### src/rtl/draw_scheduler_pkg.sv
// Shared types and constants for the draw scheduler: FSM encoding, VGA field
// widths, default sizing, and the next-set-bit client selector.
package draw_scheduler_pkg;

    typedef enum logic [2:0] {
        S_IDLE        = 3'd0,
        S_ERASE_START = 3'd1,
        S_ERASE_WAIT  = 3'd2,
        S_MOVE        = 3'd3,
        S_DRAW_START  = 3'd4,
        S_DRAW_WAIT   = 3'd5
    } state_t;

    localparam logic [2:0] BLACK       = 3'b000;
    localparam int         VGA_XW      = 8;
    localparam int         VGA_YW      = 7;
    localparam int         DEF_NCLIENT = 3;
    localparam int         DEF_TIMEOUT = 1024;

    // Selector works on a fixed-width mask; SEL_NONE means "no bit found".
    localparam int                MAX_CLIENT = 16;
    localparam int                SEL_W      = 5;
    localparam logic [SEL_W-1:0]  SEL_NONE   = SEL_W'(MAX_CLIENT);

    function automatic logic [SEL_W-1:0] next_set_bit(
        input logic [MAX_CLIENT-1:0] mask,
        input logic [SEL_W-1:0]      from
    );
        logic [SEL_W-1:0] sel;
        sel = SEL_NONE;
        for (int i = MAX_CLIENT - 1; i >= 0; i--) begin
            if (mask[i] && (SEL_W'(i) >= from)) begin
                sel = SEL_W'(i);
            end
        end
        return sel;
    endfunction

endpackage

### src/rtl/draw_scheduler_watchdog.sv
// Per-client wait watchdog: counts WAIT cycles and flags the terminal count
// so a client that never reports done cannot stall the frame.
module draw_watchdog
    import draw_scheduler_pkg::*;
#(
    parameter int TIMEOUT = DEF_TIMEOUT
) (
    input  logic clk,
    input  logic reset,
    input  logic clear,
    input  logic enable,
    output logic tc
);

    localparam int CW = (TIMEOUT > 2) ? $clog2(TIMEOUT) : 1;

    logic [CW-1:0] r_count;

    always_ff @(posedge clk or posedge reset) begin
        if (reset) begin
            r_count <= '0;
        end else if (clear) begin
            r_count <= '0;
        end else if (enable && !tc) begin
            r_count <= r_count + 1'b1;
        end
    end

    assign tc = (r_count == CW'(TIMEOUT - 1));

endmodule

### src/rtl/draw_scheduler.sv
// Frame scheduler: per frame, erases each enabled client in index order,
// pulses a position update, then redraws them, muxing the shared VGA plot port.
module draw_scheduler
    import draw_scheduler_pkg::*;
#(
    parameter int NCLIENT = DEF_NCLIENT,
    parameter int TIMEOUT = DEF_TIMEOUT
) (
    input  logic                    clk,
    input  logic                    reset,
    input  logic                    frame_tick,
    input  logic [NCLIENT-1:0]      client_en,
    input  logic [NCLIENT-1:0]      done,
    input  logic [NCLIENT*10-1:0]   cx,
    input  logic [NCLIENT*10-1:0]   cy,
    input  logic [NCLIENT*3-1:0]    ccolour,
    input  logic [NCLIENT-1:0]      cwren,
    output logic [NCLIENT-1:0]      draw,
    output logic [NCLIENT-1:0]      move_en,
    output logic [VGA_XW-1:0]       vga_x,
    output logic [VGA_YW-1:0]       vga_y,
    output logic [2:0]              vga_colour,
    output logic                    vga_plot,
    output logic                    busy,
    output logic                    overrun,
    output logic                    timeout_err
);

    localparam int IDXW = (NCLIENT > 1) ? $clog2(NCLIENT) : 1;

    state_t              r_state;
    logic [IDXW-1:0]     r_idx;
    logic [NCLIENT-1:0]  r_frame_mask;
    logic                r_pending;
    logic                r_overrun;
    logic                r_timeout_err;
    logic [VGA_XW-1:0]   r_vga_x;
    logic [VGA_YW-1:0]   r_vga_y;
    logic [2:0]          r_vga_colour;
    logic                r_vga_plot;

    state_t              w_state_next;
    logic [IDXW-1:0]     w_idx_next;
    logic [NCLIENT-1:0]  w_frame_mask_next;
    logic                w_pending_next;
    logic                w_overrun_next;
    logic                w_timeout_err_next;

    logic [VGA_XW-1:0]   w_cx     [NCLIENT];
    logic [VGA_YW-1:0]   w_cy     [NCLIENT];
    logic [2:0]          w_colour [NCLIENT];

    logic [SEL_W-1:0]    w_first_en;
    logic [SEL_W-1:0]    w_first_mask;
    logic [SEL_W-1:0]    w_next_sel;
    logic                w_in_wait;
    logic                w_wd_tc;
    logic                w_advance;
    logic                w_start;
    logic [NCLIENT-1:0]  w_draw;
    logic [NCLIENT-1:0]  w_move_en;
    logic                w_busy;

    // Only the low VGA-width bits of each coordinate reach the port; the rest
    // are deliberately dropped (truncation, not clamping).
    for (genvar gi = 0; gi < NCLIENT; gi++) begin : g_unpack
        assign w_cx[gi]     = cx[gi*10 +: VGA_XW];
        assign w_cy[gi]     = cy[gi*10 +: VGA_YW];
        assign w_colour[gi] = ccolour[gi*3 +: 3];
    end

    logic w_unused_bits;
    assign w_unused_bits = &{1'b0, cx, cy, w_first_en, w_first_mask, w_next_sel};

    assign w_first_en   = next_set_bit(MAX_CLIENT'(client_en), '0);
    assign w_first_mask = next_set_bit(MAX_CLIENT'(r_frame_mask), '0);
    assign w_next_sel   = next_set_bit(MAX_CLIENT'(r_frame_mask), SEL_W'(r_idx) + 1'b1);

    assign w_in_wait = (r_state == S_ERASE_WAIT) || (r_state == S_DRAW_WAIT);
    assign w_start   = frame_tick || r_pending;
    assign w_advance = w_in_wait && (done[r_idx] || w_wd_tc);

    draw_watchdog #(
        .TIMEOUT (TIMEOUT)
    ) u_watchdog (
        .clk    (clk),
        .reset  (reset),
        .clear  (!w_in_wait),
        .enable (w_in_wait),
        .tc     (w_wd_tc)
    );

    always_ff @(posedge clk or posedge reset) begin
        if (reset) begin
            r_state       <= S_IDLE;
            r_idx         <= '0;
            r_frame_mask  <= '0;
            r_pending     <= 1'b0;
            r_overrun     <= 1'b0;
            r_timeout_err <= 1'b0;
        end else begin
            r_state       <= w_state_next;
            r_idx         <= w_idx_next;
            r_frame_mask  <= w_frame_mask_next;
            r_pending     <= w_pending_next;
            r_overrun     <= w_overrun_next;
            r_timeout_err <= w_timeout_err_next;
        end
    end

    always_comb begin
        w_state_next       = r_state;
        w_idx_next         = r_idx;
        w_frame_mask_next  = r_frame_mask;
        w_pending_next     = r_pending;
        w_overrun_next     = r_overrun;
        w_timeout_err_next = r_timeout_err;

        // A tick while busy is remembered once; extra ticks just fold in.
        if ((r_state != S_IDLE) && frame_tick) begin
            w_overrun_next = 1'b1;
            w_pending_next = 1'b1;
        end
        if (w_advance && w_wd_tc) begin
            w_timeout_err_next = 1'b1;
        end

        case (r_state)
            S_IDLE: begin
                if (w_start) begin
                    w_frame_mask_next = client_en;
                    w_pending_next    = 1'b0;
                    if (client_en == '0) begin
                        w_idx_next   = '0;
                        w_state_next = S_MOVE;
                    end else begin
                        w_idx_next   = w_first_en[IDXW-1:0];
                        w_state_next = S_ERASE_START;
                    end
                end
            end
            S_ERASE_START: w_state_next = S_ERASE_WAIT;
            S_ERASE_WAIT: begin
                if (w_advance) begin
                    if (w_next_sel != SEL_NONE) begin
                        w_idx_next   = w_next_sel[IDXW-1:0];
                        w_state_next = S_ERASE_START;
                    end else begin
                        w_state_next = S_MOVE;
                    end
                end
            end
            S_MOVE: begin
                if (r_frame_mask == '0) begin
                    w_idx_next   = '0;
                    w_state_next = S_IDLE;
                end else begin
                    w_idx_next   = w_first_mask[IDXW-1:0];
                    w_state_next = S_DRAW_START;
                end
            end
            S_DRAW_START: w_state_next = S_DRAW_WAIT;
            S_DRAW_WAIT: begin
                if (w_advance) begin
                    if (w_next_sel != SEL_NONE) begin
                        w_idx_next   = w_next_sel[IDXW-1:0];
                        w_state_next = S_DRAW_START;
                    end else begin
                        w_state_next = S_IDLE;
                    end
                end
            end
            default: w_state_next = S_IDLE;
        endcase
    end

    always_comb begin
        w_draw    = '0;
        w_move_en = '0;
        w_busy    = (r_state != S_IDLE);
        if ((r_state == S_ERASE_START) || (r_state == S_DRAW_START)) begin
            w_draw[r_idx] = 1'b1;
        end
        if (r_state == S_MOVE) begin
            w_move_en = r_frame_mask;
        end
    end

    always_ff @(posedge clk or posedge reset) begin
        if (reset) begin
            r_vga_x      <= '0;
            r_vga_y      <= '0;
            r_vga_colour <= BLACK;
            r_vga_plot   <= 1'b0;
        end else if (w_in_wait) begin
            r_vga_x      <= w_cx[r_idx];
            r_vga_y      <= w_cy[r_idx];
            r_vga_colour <= (r_state == S_ERASE_WAIT) ? BLACK : w_colour[r_idx];
            r_vga_plot   <= cwren[r_idx];
        end else begin
            r_vga_plot   <= 1'b0;
        end
    end

    assign draw        = w_draw;
    assign move_en     = w_move_en;
    assign busy        = w_busy;
    assign overrun     = r_overrun;
    assign timeout_err = r_timeout_err;
    assign vga_x       = r_vga_x;
    assign vga_y       = r_vga_y;
    assign vga_colour  = r_vga_colour;
    assign vga_plot    = r_vga_plot;

endmodule

### config.mk
export PLATFORM = sky130hd
export DESIGN_NAME = draw_scheduler
export DESIGN_NICKNAME = d
export VERILOG_FILES = /design/src/rtl/draw_scheduler_pkg.sv /design/src/rtl/draw_scheduler_watchdog.sv /design/src/rtl/draw_scheduler.sv
export SDC_FILE = /design/constraint.sdc
export NUM_CORES = 1
export LEC_CHECK = 0
export BUFFER_PORTS_ARGS = -buffer_cell sky130_fd_sc_hd__buf_2
export CORE_ASPECT_RATIO = 0.7
export CORE_UTILIZATION = 48
export CTS_CLUSTER_DIAMETER = 120
export DETAILED_ROUTE_END_ITERATION = 8
export GPL_TIMING_DRIVEN = 0
export PLACE_DENSITY = 0.8
export SLEW_MARGIN = 10
export SYNTH_ARGS = -nofsm -noshare
export SYNTH_HDL_FRONTEND = slang
export SYNTH_HIERARCHICAL = 1
export SYNTH_SLANG_ARGS = --single-unit
### constraint.sdc
create_clock -name clk -period 2.45 [get_ports clk]
set_input_delay 0.1225 -clock clk [delete_from_list [all_inputs] [get_ports clk]]
set_output_delay 0.1225 -clock clk [all_outputs]
set_load 0.02 [all_outputs]
# Word-level counts from Yosys, hierarchy flattened
# Index checks and enable logic that the tools add are counted.
# W data, S select, Z words.
# totals
register_bits,40
inputBits,81
output_inout_bits,28
word_cells,102
# classes
addsub,2
n_lt_le_gt_ge,6
eq_ne,13
muxes,47
bitwise_logic,1
reduce_logical,22
# ops
op,n
$mux W3,10
$mux W2,13
$mux W10,2
$pmux W3 S6,1
$bmux W8 S2,1
$mux W8,2
$mux W5,3
$bmux W7 S2,1
$mux W7,2
$add A10 B1 Y10 const B,1
$eq A10 B10 Y1 const B,1
$logic_not A3 Y1,3
$logic_and A1 B1 Y1,8
$ne A2 B2 Y1 const B,4
$mux W1,7
$bmux W3 S2,1
$eq A3 B2 Y1 const B,2
$eq A3 B3 Y1 const B,2
$ge A1 B3 Y1 const A,2
$pmux W2 S3,1
$reduce_bool A3 Y1,2
$ne A5 B5 Y1 const B,1
$bmux W1 S2,2
$logic_or A1 B1 Y1,4
other kinds (14),15

# Longest topological paths before layout
# depth
depth_word,10
ltp_mapped,9
mapped_depth_nobuf,6

# By module
# The synthesis kept the hierarchy.
# by_module_without_submodules
mod,instances,cells_per_inst,area_each_um2,seq_area_each_um2
draw_scheduler,1,186,1931.9,750.7
draw_watchdog,1,66,635.6,250.2

# Worst setup path before layout
# Ideal clock, no wire load.
# synth_path
kind,reg2reg
startpoint,reg r_state[1]
endpoint,reg u_watchdog.r_count[5]
setup_time_ns,0.128
arrival_ns,1.826
required_time_ns,2.322
slack_ns,0.497
path_stages_with_launch,9
path_buffers,3
period_less_slack_ns,1.953
cell_sequence,dfrtp_1 > buf_2 > nand3b_2 > nand2_2 > inv_2 > clkbuf_1 > clkbuf_1 > nor2b_1 > mux2_1
# synth_via
elab_chain_len,4
word_cells_on_any_way,6
classes_between,eq/ne (3); mux (1); reduce/logical (2)
# synth_lines
element,line,rtl
from (decl),draw_scheduler.sv:31,state_t r_state;
from (signal assigned),draw_scheduler.sv:102,r_state <= w_state_next;
$eq A3 B2 Y1 / $eq A3 B3 Y1 (equally long branches),draw_scheduler.sv:79,assign w_in_wait = (r_state == S_ERASE_WAIT) || (r_state == S_DRAW_WAIT);
$logic_or A1 B1 Y1 (*),draw_scheduler.sv:79,
via w_in_wait,draw_scheduler.sv:56,logic w_in_wait;
$logic_and A1 B1 Y1,draw_scheduler_watchdog.sv:24,end else if (enable && !tc) begin
$ne A2 B2 Y1 (no line),n/a,
to (signal assigned),draw_scheduler_watchdog.sv:25,r_count <= r_count + 1'b1;
to (decl),draw_scheduler_watchdog.sv:17,logic [CW-1:0] r_count;
# The timed path passes the listed nets; every way through them passes the cells marked *.
# A chain may end at the register's enable or synchronous reset.

# Final worst setup path
# layout_path
startpoint,reg r_state[1]
endpoint,reg u_watchdog.r_count[0]
# The elaborated chain is that of the path after synthesis.

==> flow_summary.rst <==
.. list-table::
   :header-rows: 1

   * - Metric
     - Value
   * - Outcome
     - completed
   * - Routed length on met1
     - 3.26 mm
   * - Critical path startpoint category
     - flip-flop
   * - Start of the worst register-to-register path
     - r_state[1]
   * - Fraction of power consumed by the clock network
     - 15.2%
   * - Async set-reset flop share out of synthesis
     - 100%
   * - Mean Syn Cell Area
     - 10.2 um2
   * - Main flop type after synthesis
     - dfrtp_1
   * - Share of the cycle needed by the critical path after routing
     - 89.7%
   * - Later-pin clock latency in the skew report
     - between 200 and 300 ps
   * - Part of the power in registers
     - 27.6%
   * - Sequential share of the synthesized area
     - 39.0%
   * - Area of the core region
     - about 5000 um2
   * - Hold Crit Class
     - primary input to flip-flop
   * - First-pass GRT wire length
     - about 11 mm
   * - Num CTS Buffers
     - 5
   * - Share of layout cells above drive strength 1
     - 47.6%
   * - Switching power summed over all nets
     - 1.72 mW
   * - Final Skew
     - 4.10 ps
   * - Drt via density
     - 5.73
   * - Worst ir drop on vdd
     - 679 uV
   * - Via count
     - 2418
   * - Switching portion of total power
     - about 45%
   * - Vias in the first global route
     - 2235
   * - Top cell family by delay on the critical path
     - simple AND/OR/NAND/NOR gates
   * - CTS tree
     - done
   * - Number of distinct library cells after synthesis
     - 55
   * - Worst Path Class, Setup
     - flip-flop to flip-flop
   * - Metal2 WL
     - 2.87 mm
   * - Area grow syn2layout
     - 26.7%
   * - DRC violation total after the first TritonRoute iteration
     - 145
   * - Count of maximum capacitance violations
     - 0
   * - Internal power of the cells
     - 2.07 mW
   * - Routed length on met3
     - ~450 um
   * - Largest fanout on the critical path
     - 16
   * - Initial Utilization
     - 51.7%
   * - Number of diodes added for antenna fixing
     - 0
   * - Number of core rows
     - 21
   * - Cell count after synthesis
     - 252
   * - DIE WIDTH
     - 89.4 um
   * - Initial antenna violation count
     - 0
   * - Longest individual stage delay on the worst path
     - ~400 ps
   * - Mapped cell area
     - roughly 2600 um2
   * - Area enclosed by the die boundary
     - 5650 um2
   * - Combined buffer and inverter count along the critical path
     - 3
   * - Post-route insts no fill
     - 422
   * - Actual transition at the worst max-transition pin
     - 636 ps
   * - Io pins
     - 109
   * - Aggregate routed wire length
     - 6.63 mm
   * - Worst flop-to-flop path endpoint
     - u_watchdog/r_count[0]
   * - Hold Vio Cnt, Final
     - 0
   * - F_max
     - 455 MHz
   * - Post-synthesis register bit count
     - 40
   * - Static leakage power
     - 1.54 nW
   * - Topmost layer with routed signal wires
     - met4
   * - Critical path data arrival time
     - 2430 ps
   * - Relative slew slack
     - a little under three fifths
   * - Count of warnings emitted by yosys
     - 6
   * - Cell with the most instances after synthesis
     - dfrtp_1
   * - Top cells by area in the synthesized netlist
     - dfrtp_1, a221oi_2, mux2_2
   * - Number of endpoints failing setup at the final stage
     - 0
   * - Instance area after placement
     - 3120 um2
   * - Depth of the CTS H-tree
     - 2
   * - Longest Clk Path Bufs
     - 2
   * - Combinational Power Share
     - 57.2%
   * - Final Net Count
     - 434
   * - Setup crit end kind
     - flip-flop
   * - Die height
     - 63.2 um
   * - Post-Synthesis Net Count
     - 334
   * - DP Worst Slack
     - -50.8 ps
   * - Worst R2R Setup Slack
     - 250 ps
   * - CP Depth
     - 8
   * - Number of pins with negative max-slew slack in the final report
     - 0
   * - Post-placement cell count
     - 414
   * - Sink Count
     - 40
   * - End point of the critical path
     - u_watchdog/r_count[0]
   * - Area of all placed cells without fillers
     - 3250 um2
   * - Clock-pin transition on the worst setup and hold timing paths
     - ~80 ps
   * - Remaining routing DRC violations
     - 0
   * - R2R depth
     - 8
   * - Global route overflow
     - 0
   * - Drt first pass iters
     - 4
   * - Most common library cells after synthesis
     - dfrtp_1, inv_1, a21oi_1
   * - Post-route ant nets
     - 0
   * - Data required, critical path
     - 2680 ps
   * - Post-CTS setup buffers
     - 0
   * - Wire per inst
     - 15.7 um
   * - Share of Yosys cell area claimed by the top area cell type
     - between 30% and 40%
   * - Global placer's final weighted congestion
     - 0.904
   * - Cell taking the most area after synthesis
     - dfrtp_1
   * - Minimum setup slack in the final design
     - 254 ps
   * - Pwr Density
     - 1160 nW/um2
   * - Estimated wirelength of the detail-placed design
     - 5.01 mm
   * - Maximum number of pins on one net before global-route repair
     - 31
   * - Total of buffers placed on input and output ports
     - 93
   * - Post-synth EDFFs
     - 0
   * - CTS root buf
     - clkbuf_8
   * - Fraction of the core area covered by cells at the end of the flow
     - 65.5%
   * - Unrepaired setup endpoints after global routing
     - no
   * - Time the worst path needs with I/O delays and setup
     - 2200 ps
   * - Final total power
     - 3.78 mW
   * - Worst path cell trace
     - buf_2 > nand3b_2 > nand2_2 > inv_2 > clkbuf_1 > nor3b_1 > o21ai_0 > nand3_1
   * - Aggregate global-route resource usage
     - roughly a quarter
   * - Max stage delay cell, worst path
     - dfrtp_1
   * - Critical path startpoint
     - r_state[1]
-- area by class of cell --
class                           instances  area, um2
Clock buffer                            6       82.6
Buffer                                 18        109
Inverter                               23       86.3
Sequential cell                        40       1000
Fill cell                             414       1710
Clock inverter                          2       38.8
Tap cell                               69       86.3
Timing Repair Buffer                   94        475
Multi-Input combinational cell        170       1370
-- per-stage QoR --
| step | hold slack [ps] | TNS (ps) |
|---|---|---|
| after floorplan | -37.3 | 0 |
| after global placement | 138 | 0 |
| after detailed placement | 131 | -84.3 |
| after CTS | 55.0 | 0 |
| after global routing | 60.0 | 0 |
| final | 57.1 | 0 |
-- worst register-to-register path, stage by stage, from the launching register on --
cell,delay [ps]
dfrtp_1,400
buf_2,180
nand3b_2,340
nand2_2,220
inv_2,160
clkbuf_1,270
nor3b_1,310
o21ai_0,150
nand3_1,100
-- kinds of logic (layout without fill, tap and decap cells) --
kind of cell / after synthesis / count (layout) / share of synthesized area (%)
buffers and inverters: 42 / 143 / 7.75
adder cells (fa/ha/maj): 1 / 1 / 0.487
multiplexers: 25 / 25 / 11.0
AO/OA/AOI/OAI: 74 / 74 / 25.9
flip-flops: 40 / 40 / 39.0
XOR/XNOR: 1 / 1 / 0.341
AND/OR/NAND/NOR: 69 / 69 / 15.5
-- worst min path at each step --
stage / from / end / slack [ps] / depth (start not counted)
6_report: frame_tick / overrun / 60 / 2
5_1_grt: frame_tick / overrun / 60 / 2
4_1_cts: frame_tick / overrun / 60 / 2
3_5_place_dp: reset / u_watchdog/r_count[4] / 130 / 2
3_3_place_gp: reset / u_watchdog/r_count[4] / 140 / 2
2_1_floorplan: reset / u_watchdog/r_count[0] / -40 / 1
-- power groups by stage --
| stage | logic [mW] | clock network (mW) | registers [mW] |
|---|---|---|---|
| finish | 2.17 | 0.575 | 1.04 |
| global route | 2.37 | 0.611 | 1.07 |
| CTS | 2.17 | 0.580 | 1.04 |
| detailed placement | 2.17 | 0 | 1.05 |
| global placement | 2.12 | 0 | 1.04 |
| floorplan | 1.43 | 0 | 1.20 |
-- layout by cell type, fill, tap and decap left out, types with 3 or more instances in the layout --
cell,n
a221oi_2,15
nand4_1,3
a311oi_1,3
nor4_1,3
and3_1,5
nand2_1,8
o21ai_0,4
a21oi_1,20
a221oi_1,3
buf_6,3
nor2_1,13
nand2b_1,4
a211oi_1,5
buf_2,105
dfrtp_1,40
nor3_1,9
o21a_1,3
mux2i_1,3
mux2_2,19
clkbuf_8,6
inv_1,21
nor2b_1,5
a41oi_1,4
-- registers in the layout (all words and copies together), names as in the netlist --
register,count
overrun,1
r_frame_mask,3
r_idx,2
r_pending,1
r_state,3
timeout_err,1
u_watchdog/r_count,10
vga_colour,3
vga_plot,1
vga_x,8
vga_y,7
-- layer usage --
layer	vias to the layer above	global-route usage, %
met5	-	0
met4	0	5.75
met3	6	4.98
met2	107	37.0
met1	1157	39.6
li1	1148	-
-- timing repair --
item	in CTS	in global routing
endpoints found under the setup margin	2	1
endpoints found under the hold margin	10	0
gates resized for setup	0	1
hold buffers	1	0
gates cloned	0	0
pin swaps	0	0
No activity file was read; power rests on OpenSTA's default activity.
